## src/rtl/mux_81_rr.sv

```systemverilog
// Round-robin 8-to-1 collector: grants one requesting channel at a time, presents its data
// bit with the channel index under valid/ready, pulses ack on acceptance, err on watchdog drop.
module mux_81_rr #(
    parameter int unsigned TIMEOUT = 15
) (
    input  logic       clk,
    input  logic       rst,
    input  logic [7:0] req,
    input  logic [7:0] d,
    input  logic       out_ready,
    output logic       y,
    output logic [2:0] sel,
    output logic       valid,
    output logic [7:0] ack,
    output logic       err
);

    typedef enum logic [1:0] {StIdle, StSend, StAck} state_e;

    state_e     state_q;
    logic [2:0] ptr_q;
    logic [7:0] wdog_q;
    logic       y_q;
    logic [2:0] sel_q;
    logic       valid_q;
    logic [7:0] ack_q;
    logic       err_q;

    logic       grant_found;
    logic [2:0] grant_idx;
    logic [2:0] cand_idx;
    logic       wdog_expired;

    // Walk the search order backwards so the lowest offset from ptr_q is the last to win.
    always_comb begin
        grant_found = 1'b0;
        grant_idx   = ptr_q;
        cand_idx    = ptr_q;
        for (int i = 7; i >= 0; i--) begin
            cand_idx = ptr_q + 3'(i);
            if (req[cand_idx]) begin
                grant_found = 1'b1;
                grant_idx   = cand_idx;
            end
        end
    end

    assign wdog_expired = (TIMEOUT != 0) && (wdog_q == 8'(TIMEOUT - 1));

    always_ff @(posedge clk) begin
        if (rst) begin
            state_q <= StIdle;
            ptr_q   <= 3'd0;
            wdog_q  <= 8'd0;
            y_q     <= 1'b0;
            sel_q   <= 3'd0;
            valid_q <= 1'b0;
            ack_q   <= 8'd0;
            err_q   <= 1'b0;
        end else begin
            ack_q <= 8'd0;
            err_q <= 1'b0;
            unique case (state_q)
                StIdle: begin
                    if (grant_found) begin
                        sel_q   <= grant_idx;
                        y_q     <= d[grant_idx];
                        valid_q <= 1'b1;
                        wdog_q  <= 8'd0;
                        state_q <= StSend;
                    end
                end
                StSend: begin
                    if (out_ready) begin
                        valid_q <= 1'b0;
                        ack_q   <= 8'd1 << sel_q;
                        ptr_q   <= sel_q + 3'd1;
                        state_q <= StAck;
                    end else if (wdog_expired) begin
                        valid_q <= 1'b0;
                        err_q   <= 1'b1;
                        ptr_q   <= sel_q + 3'd1;
                        state_q <= StAck;
                    end else begin
                        wdog_q <= wdog_q + 8'd1;
                    end
                end
                StAck: begin
                    state_q <= StIdle;
                end
                default: begin
                    state_q <= StIdle;
                end
            endcase
        end
    end

    assign y     = y_q;
    assign sel   = sel_q;
    assign valid = valid_q;
    assign ack   = ack_q;
    assign err   = err_q;

endmodule

```

## config.mk

```make
export PLATFORM = sky130hd
export DESIGN_NAME = mux_81_rr
export DESIGN_NICKNAME = d
export VERILOG_FILES = /design/src/rtl/mux_81_rr.sv
export SDC_FILE = /design/constraint.sdc
export NUM_CORES = 1
export LEC_CHECK = 0
export CAP_MARGIN = 5
export CORE_MARGIN = 2
export CORE_UTILIZATION = 30
export DETAILED_ROUTE_END_ITERATION = 10
export SKIP_CTS_REPAIR_TIMING = 1
export SLEW_MARGIN = 10
export SYNTH_ARGS = -nofsm -noshare
export SYNTH_HDL_FRONTEND = slang
export SYNTH_SLANG_ARGS = --single-unit
```

## constraint.sdc

```tcl
create_clock -name clk -period 8.5 [get_ports clk]
set_clock_uncertainty 0.15 [all_clocks]
set_input_delay 1.275 -clock clk [delete_from_list [all_inputs] [get_ports clk]]
set_output_delay 1.275 -clock clk [all_outputs]
set_load 0.005 [all_outputs]
```

==> metrics.yaml, run 1 <==
outcome:
  status: "completed"
cells_and_area:
  final_util: 0.375
  layout-drive-gt1-share: 0.0939
  syn_to_final_growth_pct: 20.6
  final-seq-area_sq_um: 541
  stdcell_count: 322
  final_net_count: 273
  multi_input_area_sq_um: 1340
  diodes: 0
  nFillCells: 665
grt:
  grt_pass1_vias: 1592
  overflow: 0
  antenna_found_initial: 0
  grt_max_degree: 22
  grt_usage: 0.122
  grt_first_pass_wirelength_um: 7530
routing:
  drc: 0
  wire_per_inst_um: 13.5
  final_antenna_net_count: 0
  vias_per_cell: 5.38
  drt_wl_total_um: 4360
  drt-initial-drc-count: 126
  dr.pass1.iters: 4
  vias: 1732
pwr:
  leakage_uw: 0.000860
  ir_drop_v: 0.0000853
  pwr_density_cell_nw_per_um2: 147
sta:
  maxSlewViolCount: 0
  fmax_ghz: 0.226
  timing.final.crit_share: 0.520
  setup_tns_ns: 0
  setup_viol: 0
  rsz0062_at_grt: "no"
  slew_headroom: 0.292
  period_minus_slack_ns: 4.42
  tightestPinTransition_ns: 1.06
  hold_violations: 0
floorplanning:
  num_rows: 29
  initial_core_util: 0.311
  die-area_sq_um: 7280
  die_w_um: 85.3
  die_h_um: 85.3
  core_sq_um: 6390
  ios: 33
hold_path:
  min_from: "valid$_SDFFE_PP0P_"
  min_delay_path_depth: 2
  hp-class: "reg -> reg"
  min_to: "valid$_SDFFE_PP0P_"
clock_tree:
  cts_max_level: 1
  cts_sinks: 27
  clock_latency_ns: 0.27
  cts_buffers: 3
  cts_tree: "built"
  clockRootBuffer: "clkbuf_8"
  clock_path_buffers: 2
  clk_pin_slew_worst_paths_ns: 0.09
placed_design:
  gp_congestion: 0.830
  place_inst: 318
  dp_hpwl_um: 3400
  port_buffers: 32
synthesis:
  async_flop_share: 0
  netlist_instances: 218
  yosysTopAreaCellShare: 0.273
  synth_flop_cell: "dfxtp_1"
  syn_avg_cell_area_sq_um: 9.10
  seq_area_frac_synth: 0.273
  yosysUniqueCellTypes: 52
  synth.cell_area_sq_um: 1980
  syn_nets: 245
  synth_edf_count: 0
  yosys-top-cells-area: "dfxtp_1 27%, mux4_2 7.9%, mux2i_1 7.1%, ha_1 5.0%, nor2_1 4.9%"
  ys_seq_elements: 27
  yosysWarnings: 0
  yosysTopAreaCell: "dfxtp_1"
setup_path:
  cp-end-kind: "flop"
  cp.arrival_ns: 4.37
  reg2reg_depth: 10
  rr_endpoint: "y$_SDFFE_PP0P_"
  reg2reg_from: "ptr_q[0]$_SDFFE_PP0P_"
  r2r_slack_ns: 4.08
  worst_setup_path_start_kind: "flop"
  cp_max_fo: 21
  critical_path_required_ns: 8.45
  critPathKind: "reg -> reg"
job:
  drv_cap: 0
==> sequential cells by signal (all words and copies together) (netlist names) <==
| register | flops |
|---|---|
| y | 1 |
| wdog_q | 8 |
| err | 1 |
| ack | 8 |
| ptr_q | 3 |
| valid | 1 |
| sel | 3 |
| state_q | 2 |
==> metrics by stage <==
stage	setup WS, ns	total power (uW)	area, sq um	hold slack, ns
global placement	3.99	280	2340	0.340
global route	3.63	376	2390	0.418
CTS	4.03	353	2390	0.370
floorplan	4.67	245	1980	0.326
detailed placement	3.91	281	2340	0.350
finish	4.08	351	2390	0.365
==> area by class of cell <==
class,instances,area share
inverter,13,0.0204
clock buffer,3,0.0173
multi-input combinational,169,0.559
timing repair buffer,32,0.134
clock inverter,1,0.00314
tap,77,0.0403
sequential,27,0.226
==> Yosys cell counts (all sizes together), types with 4 or more instances <==
| cell type | count |
|---|---|
| mux4 | 9 |
| xor2 | 6 |
| a21oi | 7 |
| nor2 | 26 |
| buf | 6 |
| mux2i | 15 |
| dfxtp | 27 |
| o211ai | 4 |
| o21ai | 7 |
| and2 | 9 |
| and3 | 4 |
| ha | 8 |
| nand2 | 10 |
| inv | 12 |
| nor3 | 5 |
| a211oi | 6 |
| mux2 | 7 |
| nand3 | 4 |
| nand4 | 5 |
==> kinds of logic (layout without fill, tap and decap cells) <==
| logic type | Yosys count | count (layout) | synth area share |
|---|---|---|---|
| XOR/XNOR | 7 | 7 | 0.0309 |
| adder cells (fa/ha/maj) | 8 | 8 | 0.0505 |
| multiplexers | 31 | 31 | 0.225 |
| buffers and inverters | 22 | 49 | 0.0530 |
| flip-flops | 27 | 27 | 0.273 |
| AO/OA/AOI/OAI | 43 | 43 | 0.160 |
| AND/OR/NAND/NOR | 80 | 80 | 0.208 |
==> how the worst max path moves through the flow <==
stage / startpoint / to / slack [ns] / cells after the start
after global placement: req[5] / y$_SDFFE_PP0P_ / 3.99 / 8
after global routing: ptr_q[0]$_SDFFE_PP0P_ / y$_SDFFE_PP0P_ / 3.63 / 10
after floorplan: req[6] / y$_SDFFE_PP0P_ / 4.67 / 8
after CTS: ptr_q[0]$_SDFFE_PP0P_ / y$_SDFFE_PP0P_ / 4.03 / 10
final: ptr_q[0]$_SDFFE_PP0P_ / y$_SDFFE_PP0P_ / 4.08 / 10
after detailed placement: req[5] / y$_SDFFE_PP0P_ / 3.91 / 8
==> cell usage in the layout (no fill, tap or decap), drive strengths merged, types with 2 or more instances in the layout <==
cell	count
nor4	3
nand2	10
ha	8
xor2	6
dfxtp	27
or3	3
nor3b	2
a21oi	7
mux2i	15
nand4	5
nor3	5
nor2	26
a221oi	2
clkbuf	3
nand3	4
mux4	9
and2	9
clkdlybuf4s50	32
o211ai	4
and3	4
a21o	3
o21ai	7
mux2	7
nand2b	3
a211oi	6
nand4b	2
inv	12
nor2b	2
==> where the power goes <==
group	internal (uW)	leakage, uW	switching (uW)
logic	67.3	0.000618	66.4
registers	133	0.000220	11.9
clock network	33.2	0.0000217	39.1
==> layer usage <==
| layer | GRT usage | part of all wire | up-vias |
|---|---|---|---|
| met5 | 0 | 0 | - |
| met4 | 0.0231 | 0.0067 | 0 |
| met3 | 0.0146 | 0.053 | 2 |
| met2 | 0.200 | 0.45 | 52 |
| met1 | 0.174 | 0.49 | 816 |
| li1 | - | - | 862 |
==> worst max-delay path, stage by stage (launching register included) <==
cell	delay (ns)
dfxtp_1	0.93
inv_1	0.24
ha_1	0.62
mux4_2	0.45
mux2i_2	0.27
nor4_1	0.11
a2111oi_2	0.48
and3_1	0.33
mux2_2	0.36
o211ai_1	0.19
a311oi_2	0.11
No activity file was read; power rests on OpenSTA's default activity.
==> run 2: changes to the inputs <==
Clock period 8.5 ns to 3.6 ns, I/O delays scaled along.
==> run 2 against run 1 <==
Net effect: critical path depth unchanged; final cell count increased by 5.6%; utilization increased by 2.2 points; sequential power increased by 130%; critical path type is now in -> reg; largest power group is now combinational cells; highest routed layer is now met3.
==> metrics.yaml, run 2 (same netlist as run 1, synthesis figures left out) <==
routing:
  vias: 1760  # +1.6%
  drt-met1-wl_um: 2280  # +7.4%
  vias_per_cell: 5.18  # -3.8%
  wl_met2_um: 1930  # -2.6%
  dr.pass1.iters: 6  # +2
  drt-initial-drc-count: 153  # +21%
  drt_wl_total_um: 4450  # +2.0%
  wire_per_inst_um: 13.1  # -3.4%
  drc: 0  # unchanged
  final_antenna_net_count: 0  # unchanged
  top_layer_used: "met3"
  met3WireLength_um: 243  # +4.7%
cells_and_area:
  diodes: 0  # unchanged
  final_cell_mix: "32 x clkdlybuf4s50_1, 27 x dfxtp_1, 26 x nor2_1, 18 x buf_4, 14 x mux2i_1"
  syn_to_final_growth_pct: 27.6
  stdcell_area_sq_um: 2530  # +5.8%
  layout_commonest_cell: "clkdlybuf4s50_1"
  layout-drive-gt1-share: 0.160  # +0.0658
  final_net_count: 291  # +6.6%
sta:
  rsz0062_at_grt: "no"
  tightestPinTransition_ns: 1.08  # +0.0188 ns
  finalWorstSetupSlack_ns: 0.193  # -3.88 ns
  hold_violations: 0  # unchanged
  setup_tns_ns: 0  # unchanged
  fmax_ghz: 0.294
  whs_ns: 0.352  # -0.0131 ns
  slew_headroom: 0.280  # -0.0126
  period_minus_slack_ns: 3.41
  maxSlewViolCount: 0  # unchanged
  timing.final.crit_share: 0.946
  setup_viol: 0  # unchanged
setup_path:
  path_cells: "clkdlybuf4s50_1, buf_4, mux4_2, mux2i_2, nor4_1, a2111oi_2, and3_1, mux2_2, o211ai_1, a311oi_2"
  cpPeakStageDelay_ns: 0.47  # -0.46 ns
  cp-end-kind: "flop"
  worst_setup_path_start_kind: "input pin"
  cp.arrival_ns: 3.36  # -1.01 ns
  cp_max_fo: 5  # -76%
  critical_path_required_ns: 3.56  # -4.89 ns
  critPathKind: "in -> reg"
  cp_slowest_cell: "clkdlybuf4s50_1"
outcome:
  status: "completed"
grt:
  grt_usage: 0.130  # +0.00805
  overflow: 0  # unchanged
  antenna_found_initial: 0  # unchanged
  grt_first_pass_wirelength_um: 7800  # +3.7%
  grt_max_degree: 21  # -4.5%
  grt_pass1_vias: 1618  # +1.6%
clock_tree:
  clk_pin_slew_worst_paths_ns: 0.10  # about the same
  cts_tree: "built"
  clock_path_buffers: 2  # unchanged
  cts_sinks: 27  # unchanged
  clock_latency_ns: 0.27  # about the same
  clockRootBuffer: "clkbuf_8"
  cts_buffers: 3  # unchanged
  cts_max_level: 1  # unchanged
floorplanning:
  initial_core_util: 0.311  # unchanged
  num_rows: 29  # unchanged
  core_sq_um: 6390  # unchanged
  die_h_um: 85.3  # unchanged
  die-area_sq_um: 7280  # unchanged
  die_w_um: 85.3  # unchanged
  ios: 33  # unchanged
placed_design:
  place_area_sq_um: 2480  # +5.8%
  port_buffers: 32  # unchanged
  dp_hpwl_um: 3500  # +3.1%
  gp_congestion: 0.858  # +3.3%
  post-place-ws_ns: -0.0744  # -3.98 ns
pwr:
  ir_drop_v: 0.000142  # +67%
  pwr_density_cell_nw_per_um2: 347  # +140%
  leakage_uw: 0.000945  # +9.9%
hold_path:
  hp-class: "reg -> reg"
job:
  drv_cap: 0  # unchanged
## run 2: cell type report
| class | count | area (sq um) |
|---|---|---|
| fillers | 657 | 3860 |
| multi-input cells | 169 | 1340 |
| flip-flops and latches | 27 | 541 |
| repair buffers | 50 | 455 |
| well taps | 77 | 96.3 |
| inverters | 13 | 48.8 |
| clock buffers | 3 | 41.3 |
| clock inverters | 1 | 7.51 |
## run 2: routing by layer
layer / global-route usage / vias up
li1: - / 905
met1: 0.200 / 798
met2: 0.195 / 57
met3: 0.0117 / 0
met4: 0.0346 / 0
met5: 0 / -
## run 2: through the flow
stage | cells | util | power (uW)
3_3_place_gp | 336 | 0.388 | 705
6_report | 340 | 0.396 | 877
2_1_floorplan | 218 | - | 579
5_1_grt | 340 | 0.396 | 944
4_1_cts | 340 | 0.396 | 883
3_5_place_dp | 336 | 0.388 | 707
## run 2: critical path: cells and delay by family
kind                   cells  cell delay (ns)
multiplexers               3             1.06
AO/OA/AOI/OAI              3             0.69
buffers and inverters      2             0.64
AND/OR/NAND/NOR            2             0.43
## run 2: report_power, final
group          total (uW)  internal [uW]  switching (uW)
sequential            331            314            17.5
combinational         371            195             176
clock                 175           78.4            96.3
## run 2: worst paths after layout
path	startpoint	to	slack [ns]	cells after the start
setup / recovery	req[6]	y$_SDFFE_PP0P_	0.19	10
hold / removal	valid$_SDFFE_PP0P_	valid$_SDFFE_PP0P_	0.35	2
setup reg to reg	ptr_q[0]$_SDFFE_PP0P_	y$_SDFFE_PP0P_	0.24	10
hold reg to reg	valid$_SDFFE_PP0P_	valid$_SDFFE_PP0P_	0.35	2
